$ cat config.mk
export PLATFORM = sky130hd
export DESIGN_NAME = button_pulse_gen
export DESIGN_NICKNAME = d
export VERILOG_FILES = /design/src/rtl/button_pulse_gen.sv
export SDC_FILE = /design/constraint.sdc
export NUM_CORES = 1
export LEC_CHECK = 0
export BUFFER_PORTS_ARGS = -buffer_cell sky130_fd_sc_hd__buf_2
export CAP_MARGIN = 20
export CORE_ASPECT_RATIO = 0.5
export CORE_MARGIN = 3
export CORE_UTILIZATION = 60
export DETAILED_ROUTE_END_ITERATION = 8
export GPL_TIMING_DRIVEN = 0
export PLACE_DENSITY = 0.77
export SLEW_MARGIN = 40
export SYNTH_ARGS = -nofsm -noshare
export SYNTH_HDL_FRONTEND = slang
export SYNTH_SLANG_ARGS = --single-unit
$ cat constraint.sdc
create_clock -name clk -period 6.9 [get_ports clk]
set_input_delay 0.69 -clock clk [delete_from_list [all_inputs] [get_ports clk]]
set_output_delay 0.69 -clock clk [all_outputs]
set_load 0.01 [all_outputs]
$ cat src/rtl/button_pulse_gen.sv
`default_nettype none
// ============================================================================
// Module   : button_pulse_gen
// Brief    : Synchronises and debounces a raw push-button, emitting one enable
//            pulse per press plus optional auto-repeat pulses while held.
// Revision : 1.0 - initial release
// ============================================================================
module button_pulse_gen #(
    parameter int DEBOUNCE_CYCLES = 1000000,
    parameter int REPEAT_DELAY    = 50000000,
    parameter int REPEAT_PERIOD   = 10000000
) (
    input  logic clk,
    input  logic reset,
    input  logic btn_in,
    output logic pulse_out,
    output logic btn_level,
    output logic repeat_active
);

    localparam int c_DB_W    = $clog2(DEBOUNCE_CYCLES + 1);
    localparam int c_REP_MAX = (REPEAT_DELAY > REPEAT_PERIOD) ? REPEAT_DELAY : REPEAT_PERIOD;
    localparam int c_REP_W   = $clog2(c_REP_MAX + 1);

    localparam logic [c_DB_W-1:0]  c_DB_LAST     = c_DB_W'(DEBOUNCE_CYCLES - 1);
    localparam logic [c_REP_W-1:0] c_DELAY_LAST  = c_REP_W'((REPEAT_DELAY > 0) ? REPEAT_DELAY - 1 : 0);
    localparam logic [c_REP_W-1:0] c_PERIOD_LAST = c_REP_W'(REPEAT_PERIOD - 1);
    localparam logic               c_REPEAT_EN   = (REPEAT_DELAY > 0);

    typedef enum logic [1:0] {
        IDLE       = 2'd0,
        DB_PRESS   = 2'd1,
        PRESSED    = 2'd2,
        DB_RELEASE = 2'd3
    } state_t;

    logic               r_sync1;
    logic               r_sync2;
    state_t             r_state;
    state_t             w_state_nxt;
    logic [c_DB_W-1:0]  r_db_cnt;
    logic [c_DB_W-1:0]  w_db_cnt_nxt;
    logic [c_REP_W-1:0] r_rep_cnt;
    logic [c_REP_W-1:0] w_rep_cnt_nxt;
    logic               w_pulse_nxt;
    logic               w_level_nxt;
    logic               w_rep_active_nxt;

    // btn_in is asynchronous; only r_sync2 is safe to use downstream.
    always_ff @(posedge clk) begin
        if (reset) begin
            r_sync1 <= 1'b0;
            r_sync2 <= 1'b0;
        end else begin
            r_sync1 <= btn_in;
            r_sync2 <= r_sync1;
        end
    end

    always_ff @(posedge clk) begin
        if (reset) begin
            r_state       <= IDLE;
            r_db_cnt      <= '0;
            r_rep_cnt     <= '0;
            pulse_out     <= 1'b0;
            btn_level     <= 1'b0;
            repeat_active <= 1'b0;
        end else begin
            r_state       <= w_state_nxt;
            r_db_cnt      <= w_db_cnt_nxt;
            r_rep_cnt     <= w_rep_cnt_nxt;
            pulse_out     <= w_pulse_nxt;
            btn_level     <= w_level_nxt;
            repeat_active <= w_rep_active_nxt;
        end
    end

    always_comb begin
        w_state_nxt      = r_state;
        w_db_cnt_nxt     = r_db_cnt;
        w_rep_cnt_nxt    = r_rep_cnt;
        w_pulse_nxt      = 1'b0;
        w_level_nxt      = btn_level;
        w_rep_active_nxt = repeat_active;

        case (r_state)
            IDLE: begin
                if (r_sync2) begin
                    w_state_nxt  = DB_PRESS;
                    w_db_cnt_nxt = '0;
                end
            end

            DB_PRESS: begin
                if (!r_sync2) begin
                    w_state_nxt  = IDLE;
                    w_db_cnt_nxt = '0;
                end else if (r_db_cnt == c_DB_LAST) begin
                    w_state_nxt      = PRESSED;
                    w_db_cnt_nxt     = '0;
                    w_rep_cnt_nxt    = '0;
                    w_level_nxt      = 1'b1;
                    w_pulse_nxt      = 1'b1;
                    w_rep_active_nxt = 1'b0;
                end else begin
                    w_db_cnt_nxt = r_db_cnt + 1'b1;
                end
            end

            PRESSED: begin
                if (!r_sync2) begin
                    w_state_nxt      = DB_RELEASE;
                    w_db_cnt_nxt     = '0;
                    w_rep_cnt_nxt    = '0;
                    w_rep_active_nxt = 1'b0;
                end else if (c_REPEAT_EN) begin
                    // First repeat waits the long delay, later ones the short period.
                    if (!repeat_active && (r_rep_cnt == c_DELAY_LAST)) begin
                        w_pulse_nxt      = 1'b1;
                        w_rep_active_nxt = 1'b1;
                        w_rep_cnt_nxt    = '0;
                    end else if (repeat_active && (r_rep_cnt == c_PERIOD_LAST)) begin
                        w_pulse_nxt   = 1'b1;
                        w_rep_cnt_nxt = '0;
                    end else begin
                        w_rep_cnt_nxt = r_rep_cnt + 1'b1;
                    end
                end
            end

            DB_RELEASE: begin
                if (r_sync2) begin
                    // Release bounce: resume holding, repeat timing restarts.
                    w_state_nxt      = PRESSED;
                    w_db_cnt_nxt     = '0;
                    w_rep_cnt_nxt    = '0;
                    w_rep_active_nxt = 1'b0;
                end else if (r_db_cnt == c_DB_LAST) begin
                    w_state_nxt  = IDLE;
                    w_db_cnt_nxt = '0;
                    w_level_nxt  = 1'b0;
                end else begin
                    w_db_cnt_nxt = r_db_cnt + 1'b1;
                end
            end

            default: begin
                w_state_nxt = IDLE;
            end
        endcase
    end

endmodule
`default_nettype wire
After elaboration in Yosys (flattened, before gate mapping):

Index checks and enable logic that the tools add are counted.

* register bits after elaboration: 53
* input bits: 3
* output and inout port bits: 3
* word-level logic and storage cells: 73

* add/subtract/negate cells: 2
* eq/ne operators: 16
* mux-type cells: 36
* reduce and logical (&&, ||, !) cells: 11

Operators by type and width (number)
* two-way mux 26 bit: 6
* two-way mux 20 bit: 5
* case mux 20 bit (4 select lines): 1
* case mux 26 bit (3 select lines): 1
* adder 26 x 1 -> 26 bit (second input constant): 1
* equality test 26 x 24 -> 1 bit (second input constant): 1
* equality test 26 bit (second input constant): 1
* adder 20 x 1 -> 20 bit (second input constant): 1
* equality test 20 bit (second input constant): 1
* != test 2 bit (second input constant): 7
* two-way mux 1 bit: 13
* two-way mux 2 bit: 6
* AND reduction 5 bit: 2
* != test 3 bit (second input constant): 3
* case mux 2 bit (4 select lines): 1
* AND reduction 4 bit: 2
* equality test 2 bit (second input constant): 2
* case mux 1 bit (2 select lines): 2
* case mux 1 bit (3 select lines): 1
* nonzero test 3 bit: 1
* equality test 2 x 1 -> 1 bit (second input constant): 1
* logical AND 1 bit: 2
* zero test 2 bit: 1
* AND reduction 2 bit: 1
* other kinds (2): 2

Logic depth before layout (Yosys ltp):

Gate-level depths: netlist of the first run.

* depth in word-level cells: 6
* mapped depth: 10
* mapped depth without buffers: 8

Least setup slack after synthesis of the first run:

OpenSTA, ideal clock, no wires.

* path type: reg2reg
* start: register repeat_active
* end: register r_rep_cnt[13]
* setup time: 0.122 ns
* data arrival time: 2.227 ns
* data required time: 6.778 ns
* slack: 4.552 ns
* cell stages (with the launch flop): 8
* buffers on the path: 1
* period minus slack after synthesis: 2.348 ns
* cell sequence: dfxtp_1 -> or4b_1 -> or4_4 -> a2111oi_4 -> or2_4 -> a21o_4 -> buf_8 -> a21oi_1

* cells in the longest elaborated chain, start to end: 5
* elaborated cells between the ends (all ways): 7
* classes of those cells: mux (4); reduce/logical (3)

Ends and longest elaborated chain
* start: declaration: RTL line 18 `output logic repeat_active`
* start signal: assignment: RTL line 74 `repeat_active <= w_rep_active_nxt;`
* logical AND 1 bit / zero test 1 bit (equally long branches): RTL line 122, 118
* two-way mux 26 bit / logical AND 1 bit (equally long branches): RTL line 122, 118
* two-way mux 26 bit *: RTL line 118 `if (!repeat_active && (r_rep_cnt == c_DELAY_LAST)) begin`
* two-way mux 26 bit *: RTL line 111 `if (!r_sync2) begin`
* case mux 26 bit (3 select lines) *: RTL line 86 `case (r_state)`
* end signal: assignment: RTL line 71 `r_rep_cnt <= w_rep_cnt_nxt;`
* end: declaration: RTL line 43 `logic [c_REP_W-1:0] r_rep_cnt;`

Every way passes the cells marked *; elsewhere a longest branch is shown, timed or not.
A chain may end at the register's enable or synchronous reset.

Worst setup path after layout of the first run:

* start: register r_db_cnt[0]
* end: register r_db_cnt[11]

* cells in the longest elaborated chain, start to end: 4
* elaborated cells between the ends (all ways): 6
* classes of those cells: add/sub (1); eq/ne (1); mux (4)

Ends and longest elaborated chain
* start: declaration: RTL line 41 `logic [c_DB_W-1:0] r_db_cnt;`
* start signal: assignment: RTL line 70 `r_db_cnt <= w_db_cnt_nxt;`
* adder 20 x 1 -> 20 bit / equality test 20 bit (equally long branches)
* two-way mux 20 bit *: RTL line 98, 138
* two-way mux 20 bit, on equally long branches: RTL line 132, 95
* case mux 20 bit (4 select lines) *: RTL line 86

Marked as above.

==> results of run 1 <==
kinds of logic (layout without fill, tap and decap cells):
logic type / after synthesis / in the layout / synth area share, %
simple gates: 176 / 176 / 33.2
compound gates: 82 / 82 / 17.7
flops: 53 / 53 / 37.1
buf+inv: 21 / 33 / 3.54
xor+xnor: 17 / 17 / 5.20
fa+ha+maj: 6 / 6 / 2.62
mux: 2 / 2 / 0.699
metrics by stage:
| stage | util [%] | area, um^2 | power, mW | hold WS (ns) | setup slack [ns] |
|---|---|---|---|---|---|
| floorplan | - | 2860 | 0.363 | 0.414 | 4.55 |
| global placement | 66.2 | 2970 | 0.379 | 0.432 | 4.22 |
| detailed placement | 66.2 | 2970 | 0.380 | 0.451 | 4.23 |
| CTS | 68.1 | 3060 | 0.557 | 0.465 | 4.20 |
| global route | 68.1 | 3060 | 0.577 | 0.484 | 3.97 |
| finish | 68.1 | 3060 | 0.554 | 0.459 | 4.16 |
cell type report:
class | instances | area (um^2) | area share [%]
well taps | 66 | 82.6 | 2.70
flip-flops and latches | 53 | 1060 | 34.7
clock buffers | 7 | 86.3 | 2.82
multi-input cells | 283 | 1700 | 55.6
inverters | 6 | 22.5 | 0.737
plain buffers | 15 | 78.8 | 2.58
repair buffers | 5 | 25.0 | 0.819
flip-flops by register name, summed over array words and instances (netlist names), named ones only:
register	cells
r_sync1	1
repeat_active	1
r_db_cnt	20
btn_level	1
r_state	1
r_rep_cnt	26
pulse_out	1
r_sync2	1
power by group:
part	internal (mW)	switching, mW
Sequential	0.309	0.00278
Clock	0.0799	0.101
Combinational	0.0187	0.0437
Total	0.407	0.147
synthesized netlist by cell type (2+ instances only):
cell,instances,area [um^2]
nand2_1,32,120
nor2b_1,6,37.5
or3_1,11,68.8
a31oi_1,4,25.0
a211oi_1,2,15.0
ha_1,6,75.1
and2_1,4,25.0
nand3_1,21,105
a21oi_1,33,165
nor3_1,16,80.1
clkbuf_1,12,45.0
nand3b_1,3,22.5
dfxtp_1,53,1060
buf_8,2,30.0
o211a_1,3,30.0
nor2_1,36,135
and4_1,5,43.8
inv_1,6,22.5
or4b_1,3,30.0
nand4_1,8,50.1
xor2_1,7,61.3
mux2i_1,2,20.0
or4_1,4,30.0
nand4b_1,2,17.5
nor4bb_1,2,20.0
o21ai_0,26,130
o21a_1,2,15.0
xnor2_1,10,87.6
and3_1,6,37.5
nor4b_1,4,35.0
nor4_1,8,50.1
path summary, 6_finish.rpt:
| check | to | cells after the start | slack [ns] |
|---|---|---|---|
| min reg2reg | r_sync2 | 1 | 0.46 |
| max reg2reg | r_db_cnt[11] | 9 | 4.16 |
| min | r_sync2 | 1 | 0.46 |
| max | r_db_cnt[11] | 9 | 4.16 |
routing by layer:
| metal | up-vias | routed length, um | global-route usage, % |
|---|---|---|---|
| met5 | - | 0 | 0 |
| met4 | 0 | 82 | 8.39 |
| met3 | 10 | 351 | 4.71 |
| met2 | 69 | 3070 | 41.7 |
| met1 | 1240 | 3240 | 31.5 |
| li1 | 1334 | - | - |
critical path, delay by kind of cell, from the launching register on:
kind                       cells  cell delay, ns
and+or+nand+nor                4            1.24
buffers and inverters          2            0.41
AOI/OAI and AO/OA              2            0.41
DFF                            1            0.36
adders and majority gates      1            0.25
==> results.tsv, run 1 <==
metric	value	unit
initialDrtViolationCount	159	
post-route-min-period	2.74	ns
cp_slowest_cell	nor2_1	
syn-num-nets	366	
synth_flop_cell	dfxtp_1	
grt_pass1_vias	2338	
cts_tree	yes	
grt_pass1_wl	11000	um
h-tree-depth	2	
totalWireLength	6740	um
synth_area	2860	um^2
max_freq	364	MHz
slew_headroom	49.7	%
grt_setup_unrepaired	no	
path_clk_slew	0.09	ns
start_util	63.8	%
die_h	54.8	um
grt-ovfl-total	0	
placementRows	17	
avgSynthCellArea	8.02	um^2
dp_hpwl	4800	um
hold_violations	0	
cts.sinks	53	
clockRootBuffer	clkbuf_8	
cts_hold_buf	0	
cp_data_arrival_time	2.98	ns
io_pins	6	
hp-class	flip-flop to flip-flop	
viasPerCell	6.10	
synth-seq-cells	53	
peakVddDrop	0.105	mV
synth_cells	357	
final_common_cell	dfxtp_1	
antenna_found_initial	0	
ant_nets	0	
skew	0.00719	ns
syn_to_final_growth	6.77	%
firstDrtPassIters	5	
nets	378	
rr_startpoint	r_db_cnt[0]	
port-buffer-count	5	
drc	0	
min_from	r_sync1	
nFillCells	403	
cp_cell_sequence	ha_1 -> and4_1 -> clkbuf_1 -> and4_1 -> a21o_1 -> clkbuf_1 -> nor2_1 -> nand4b_1 -> a21oi_1	
cp-end-kind	flip-flop	
critPathMaxStageDelay	0.60	ns
ys_warn_count	0	
path_class	flip-flop to flip-flop	
cp.required	7.14	ns
fin_tns_setup	0	ns
synth_cell_types	49	
clockBufferDepth	2	
die_width	104	um
start_kind	flip-flop	
power_leakage	0.957	nW
grt_start_max_net_pins	15	
gp_congestion	0.893	
wl_per_cell	15.5	um
insertion_delay	0.31	ns
max-cap-violations	0	
p_per_area	181	nW/um^2
async_flop_share	0	%
die_area	5690	um^2
maxSlewViolCount	0	
setup_viol	0	
final_cells	435	
numCtsBuffers	5	
via_count	2653	
track_usage	24.2	%
post_cts_buffers	0	
coreArea	4490	um^2
worst-path-max-fanout	10	
status	finished, final reports clean	
cts_resized	0	
seq_area_frac_synth	37.1	%
startpoint	r_db_cnt[0]	
antenna_cells	0	
placed_cells	428	
timing.final.crit_share	39.8	%
worstMarginPinSlew	0.747	ns
synth_edf_count	0	
drive_above_1_share	4.61	%
final_cell_mix	dfxtp_1, nor2_1, a21oi_1	
(Power assumes the default switching activity.)
==> run 2, diff against run 1 <==
Settings changed: ABC_AREA set to 1, CORE_UTILIZATION 60 to 57, PLACE_DENSITY 0.77 to 0.76.
Clock period 6.9 ns to 2.4 ns, I/O delays scaled along.
==> results.tsv, run 2 <==
metric	value	unit
yosys.area.top_type_share	30.9	%
ant_nets	0	
async_flop_share	0	%
largestRegisters	r_rep_cnt x26, r_db_cnt x20	
syn_to_final_growth	7.65	%
wl_per_cell	13.1	um
grt_pass1_wl	14300	um
setup_viol	0	
post_cts_buffers	0	
port-buffer-count	5	
synth_area_leaders	dfxtp_1, nand2_1, nor2_1	
path_clk_slew	0.07	ns
grt-ovfl-total	0	
use_met2	43.3	%
skew	0.00474	ns
final_cell_mix	nand2_1, nor2_1, inv_1	
fin_tns_setup	0	ns
die_width	116	um
power_leakage	1.38	nW
yosysMostFrequentCell	nand2_1	
totalWireLength	8530	um
clockBufferDepth	2	
placementRows	19	
worst-path-max-fanout	10	
use_met3	4.78	%
placed_cells	645	
cts_resized	0	
p_per_area	529	nW/um^2
synth_flop_cell	dfxtp_1	
slew_headroom	56.7	%
largest_reg_flops	26	
grt_pass1_vias	3094	
start_util	60.7	%
grt_setup_unrepaired	no	
peakVddDrop	0.267	mV
drive_above_1_share	8.79	%
maxSlewViolCount	0	
viasPerCell	5.39	
nets	588	
drc	0	
initialDrtViolationCount	320	
max_freq	479	MHz
cts.sinks	53	
clockRootBuffer	clkbuf_16	
synth_cell_types	37	
dp_hpwl	6330	um
grtUsageMet1	34.6	%
cp_data_arrival_time	2.31	ns
die_h	60.9	um
cts_tree	yes	
path_class	flip-flop to flip-flop	
track_usage	25.8	%
grt.busiest_layer	met2	
yosys.area.top_type	dfxtp_1	
grt_start_max_net_pins	18	
hp-class	input pin to flip-flop	
status	finished, final reports clean	
numCtsBuffers	5	
worstMarginPinSlew	0.649	ns
final_cells	653	
antenna_found_initial	0	
coreArea	5660	um^2
post-route-min-period	2.09	ns
gp_congestion	0.958	
max-cap-violations	0	
timing.final.crit_share	87.0	%
antenna_cells	0	
via_count	3521	
final_common_cell	nand2_1	
cp.required	2.63	ns
io_pins	6	
synth_cells	567	
top_register	r_rep_cnt	
syn-num-nets	576	
synth-seq-cells	53	
synthTopCellsByCount	nand2_1, nor2_1, inv_1, dfxtp_1, nand3_1	
synth_edf_count	0	
seq_area_frac_synth	30.9	%
hold_violations	0	
h-tree-depth	2	
ys_warn_count	0	
cp-end-kind	flip-flop	
firstDrtPassIters	5	
start_kind	flip-flop	
insertion_delay	0.30	ns
die_area	7050	um^2
synth_area	3430	um^2
avgSynthCellArea	6.06	um^2
cts_hold_buf	0	
-- run 2: final timing paths --
| path | startpoint | cells after the start | endpoint | slack [ns] |
|---|---|---|---|---|
| hold / removal | btn_in | 3 | r_sync1 | 0.14 |
| setup / recovery | r_state[0] | 10 | r_db_cnt[18] | 0.31 |
| setup reg to reg | r_state[0] | 10 | r_db_cnt[18] | 0.31 |
| hold reg to reg | r_sync1 | 2 | r_sync2 | 0.41 |
-- run 2: area by class of cell --
| cell class | count | area, um^2 |
|---|---|---|
| Buffer | 16 | 109 |
| Clock buffer | 5 | 125 |
| Clock inverter | 3 | 21.3 |
| Fill cell | 527 | 1960 |
| Inverter | 68 | 256 |
| Multi-Input combinational cell | 430 | 2010 |
| Sequential cell | 53 | 1060 |
| Tap cell | 73 | 91.3 |
| Timing Repair Buffer | 5 | 25.0 |
-- run 2: stage by stage --
stage | setup WS (ns) | utilization (%) | instance area (um^2) | power, mW | hold slack, ns
floorplan | 0.747 | - | 3430 | 1.16 | 0.347
global placement | 0.357 | 62.7 | 3550 | 1.23 | 0.389
detailed placement | 0.349 | 62.7 | 3550 | 1.23 | 0.400
CTS | 0.316 | 65.3 | 3700 | 1.96 | 0.140
global route | 0.113 | 65.3 | 3700 | 2.04 | 0.173
finish | 0.312 | 65.3 | 3700 | 1.96 | 0.142
-- run 2: cell families after synthesis --
| family | synth area share (%) |
|---|---|
| xor+xnor | 0.765 |
| compound gates | 10.5 |
| flops | 30.9 |
| simple gates | 45.0 |
| fa+ha+maj | 2.19 |
| buf+inv | 10.6 |
-- run 2: worst max-delay path, stage by stage (launching register included) --
cell	delay (ns)
dfxtp_1	0.41
inv_1	0.10
ha_1	0.22
inv_1	0.22
o21ai_0	0.16
nor2_1	0.14
nand3_2	0.18
inv_2	0.17
buf_4	0.20
nand3_1	0.09
a21oi_1	0.13
-- run 2: per-layer routing --
| layer | up-vias | routed length, um | part of all wire, % |
|---|---|---|---|
| li1 | 1828 | - | - |
| met3 | 16 | 686 | 8.0 |
| met5 | - | 0 | 0 |
| met2 | 117 | 3710 | 43 |
| met4 | 0 | 148 | 1.7 |
| met1 | 1560 | 3990 | 47 |
-- run 2: report_power, final --
| part | total (mW) | internal, mW | switching [mW] |
|---|---|---|---|
| registers | 0.924 | 0.902 | 0.0223 |
| logic | 0.289 | 0.0928 | 0.196 |
| clock network | 0.743 | 0.390 | 0.353 |
| total | 1.96 | 1.38 | 0.571 |
==> run 3, diff against run 2 <==
Settings changed: ABC_AREA 1 to not set, CORE_UTILIZATION 57 to 34, PLACE_DENSITY 0.76 to not set.
==> results.tsv, run 3 (synthesized netlist as in run 1, its figures left out) <==
metric	value	unit
timing.final.crit_share	99.8	%
start_util	37.0	%
placed_cells	470	
total_power	1.83	mW
totalWireLength	6960	um
ant_nets	0	
grt-ovfl-total	0	
die_h	70.9	um
cts.sinks	53	
max_freq	417	MHz
antenna_cells	0	
power_leakage	1.03	nW
path_clk_slew	0.07	ns
wl_met2	3160	um
worst-path-max-fanout	7	
fin_tns_setup	0	ns
placementRows	22	
peakVddDrop	0.309	mV
final_cells	481	
drc	0	
hold_violations	0	
die_area	9620	um^2
gp_congestion	0.838	
cp-end-kind	flip-flop	
numCtsBuffers	5	
placed_area	3020	um^2
routed-wl-met3	222	um
cts_tree	yes	
largestRegisters	r_rep_cnt x26, r_db_cnt x20	
syn_to_final_growth	16.3	%
maxSlewViolCount	0	
largest_reg_flops	26	
start_kind	flip-flop	
firstDrtPassIters	4	
setup_viol	0	
h-tree-depth	2	
max-cap-violations	0	
top_layer	met4	
grt_pass1_vias	2374	
die_width	136	um
design_area	3330	um^2
whs	0.155	ns
post-route-min-period	2.40	ns
pre_cts_ws	-0.388	ns
wl_per_cell	14.5	um
post-route-util	43.0	%
reg2reg_slack	0.004	ns
top_register	r_rep_cnt	
cp.required	2.59	ns
final_cell_mix	dfxtp_1, nand2_1, nor2_1, a21oi_1, o21ai_0	
via_count	2621	
cp_data_arrival_time	2.59	ns
skew	0.00736	ns
track_usage	14.7	%
nFillCells	760	
coreArea	7730	um^2
viasPerCell	5.45	
status	finished, final reports clean	
clockRootBuffer	clkbuf_16	
slew_headroom	58.8	%
final_common_cell	dfxtp_1	
dp_hpwl	4820	um
path_class	flip-flop to flip-flop	
p_per_area	549	nW/um^2
nets	382	
drive_above_1_share	15.0	%
clockBufferDepth	2	
hp-class	input pin to flip-flop	
fin_ws	0.00440	ns
grt_setup_unrepaired	yes	
worstMarginPinSlew	0.610	ns
initialDrtViolationCount	198	
drt-met1-wl	3490	um
grt_start_max_net_pins	15	
grt_pass1_wl	11500	um
io_pins	6	
antenna_found_initial	0	
insertion_delay	0.30	ns
port-buffer-count	5	
-- run 3: changes by cell type in the layout (fill, tap and decap cells not counted), moves of 10 or more --
cell,delta
nand2_1,-115
nor2_1,-82
inv_1,-56
nand3_1,-29
or3_1,+11
xnor2_1,+10
-- run 3: report_power, final --
part,leakage [nW],internal (mW),switching (mW)
combinational,0.533,0.0706,0.141
clock,0.0700,0.410,0.312
sequential,0.430,0.886,0.00797
total,1.03,1.37,0.460
-- run 3: final cells by class --
cell class	count	area, um^2	share of cell area (%)
Inverter	6	22.5	0.677
Sequential cell	53	1070	32.1
Buffer	13	77.6	2.33
Multi-Input combinational cell	283	1790	53.9
Timing Repair Buffer	11	87.6	2.63
Clock buffer	7	143	4.29
Tap cell	108	135	4.06
-- run 3: worst paths after layout --
kind                                    from           end  cells past startpoint
worst min register to register       r_sync1       r_sync2                      1
worst min-delay path                  btn_in       r_sync1                      2
worst max-delay path            r_rep_cnt[9]  r_rep_cnt[3]                      7
worst max register to register  r_rep_cnt[9]  r_rep_cnt[3]                      7
-- run 3: what timing repair did --
| item | CTS | global route |
|---|---|---|
| gates cloned | 0 | 1 |
| setup buffers | 3 | 2 |
| endpoints found under the setup margin | 46 | 39 |
| gates resized for setup | 13 | 25 |
| pin swaps | 3 | 5 |
| hold buffers | 0 | 0 |
-- run 3: per-layer routing --
metal	global-route usage (%)	up-vias
li1	-	1342
met1	19.3	1229
met2	24.0	40
met3	3.62	10
met4	4.80	0
met5	0	-
-- run 3: worst max-delay path: stages (launching register included) --
cell       delay (ns)
dfxtp_4          0.36
or4b_1           0.49
or4_4            0.51
a2111oi_4        0.33
or2_4            0.20
a21o_4           0.18
clkbuf_16        0.16
nor2_2           0.04
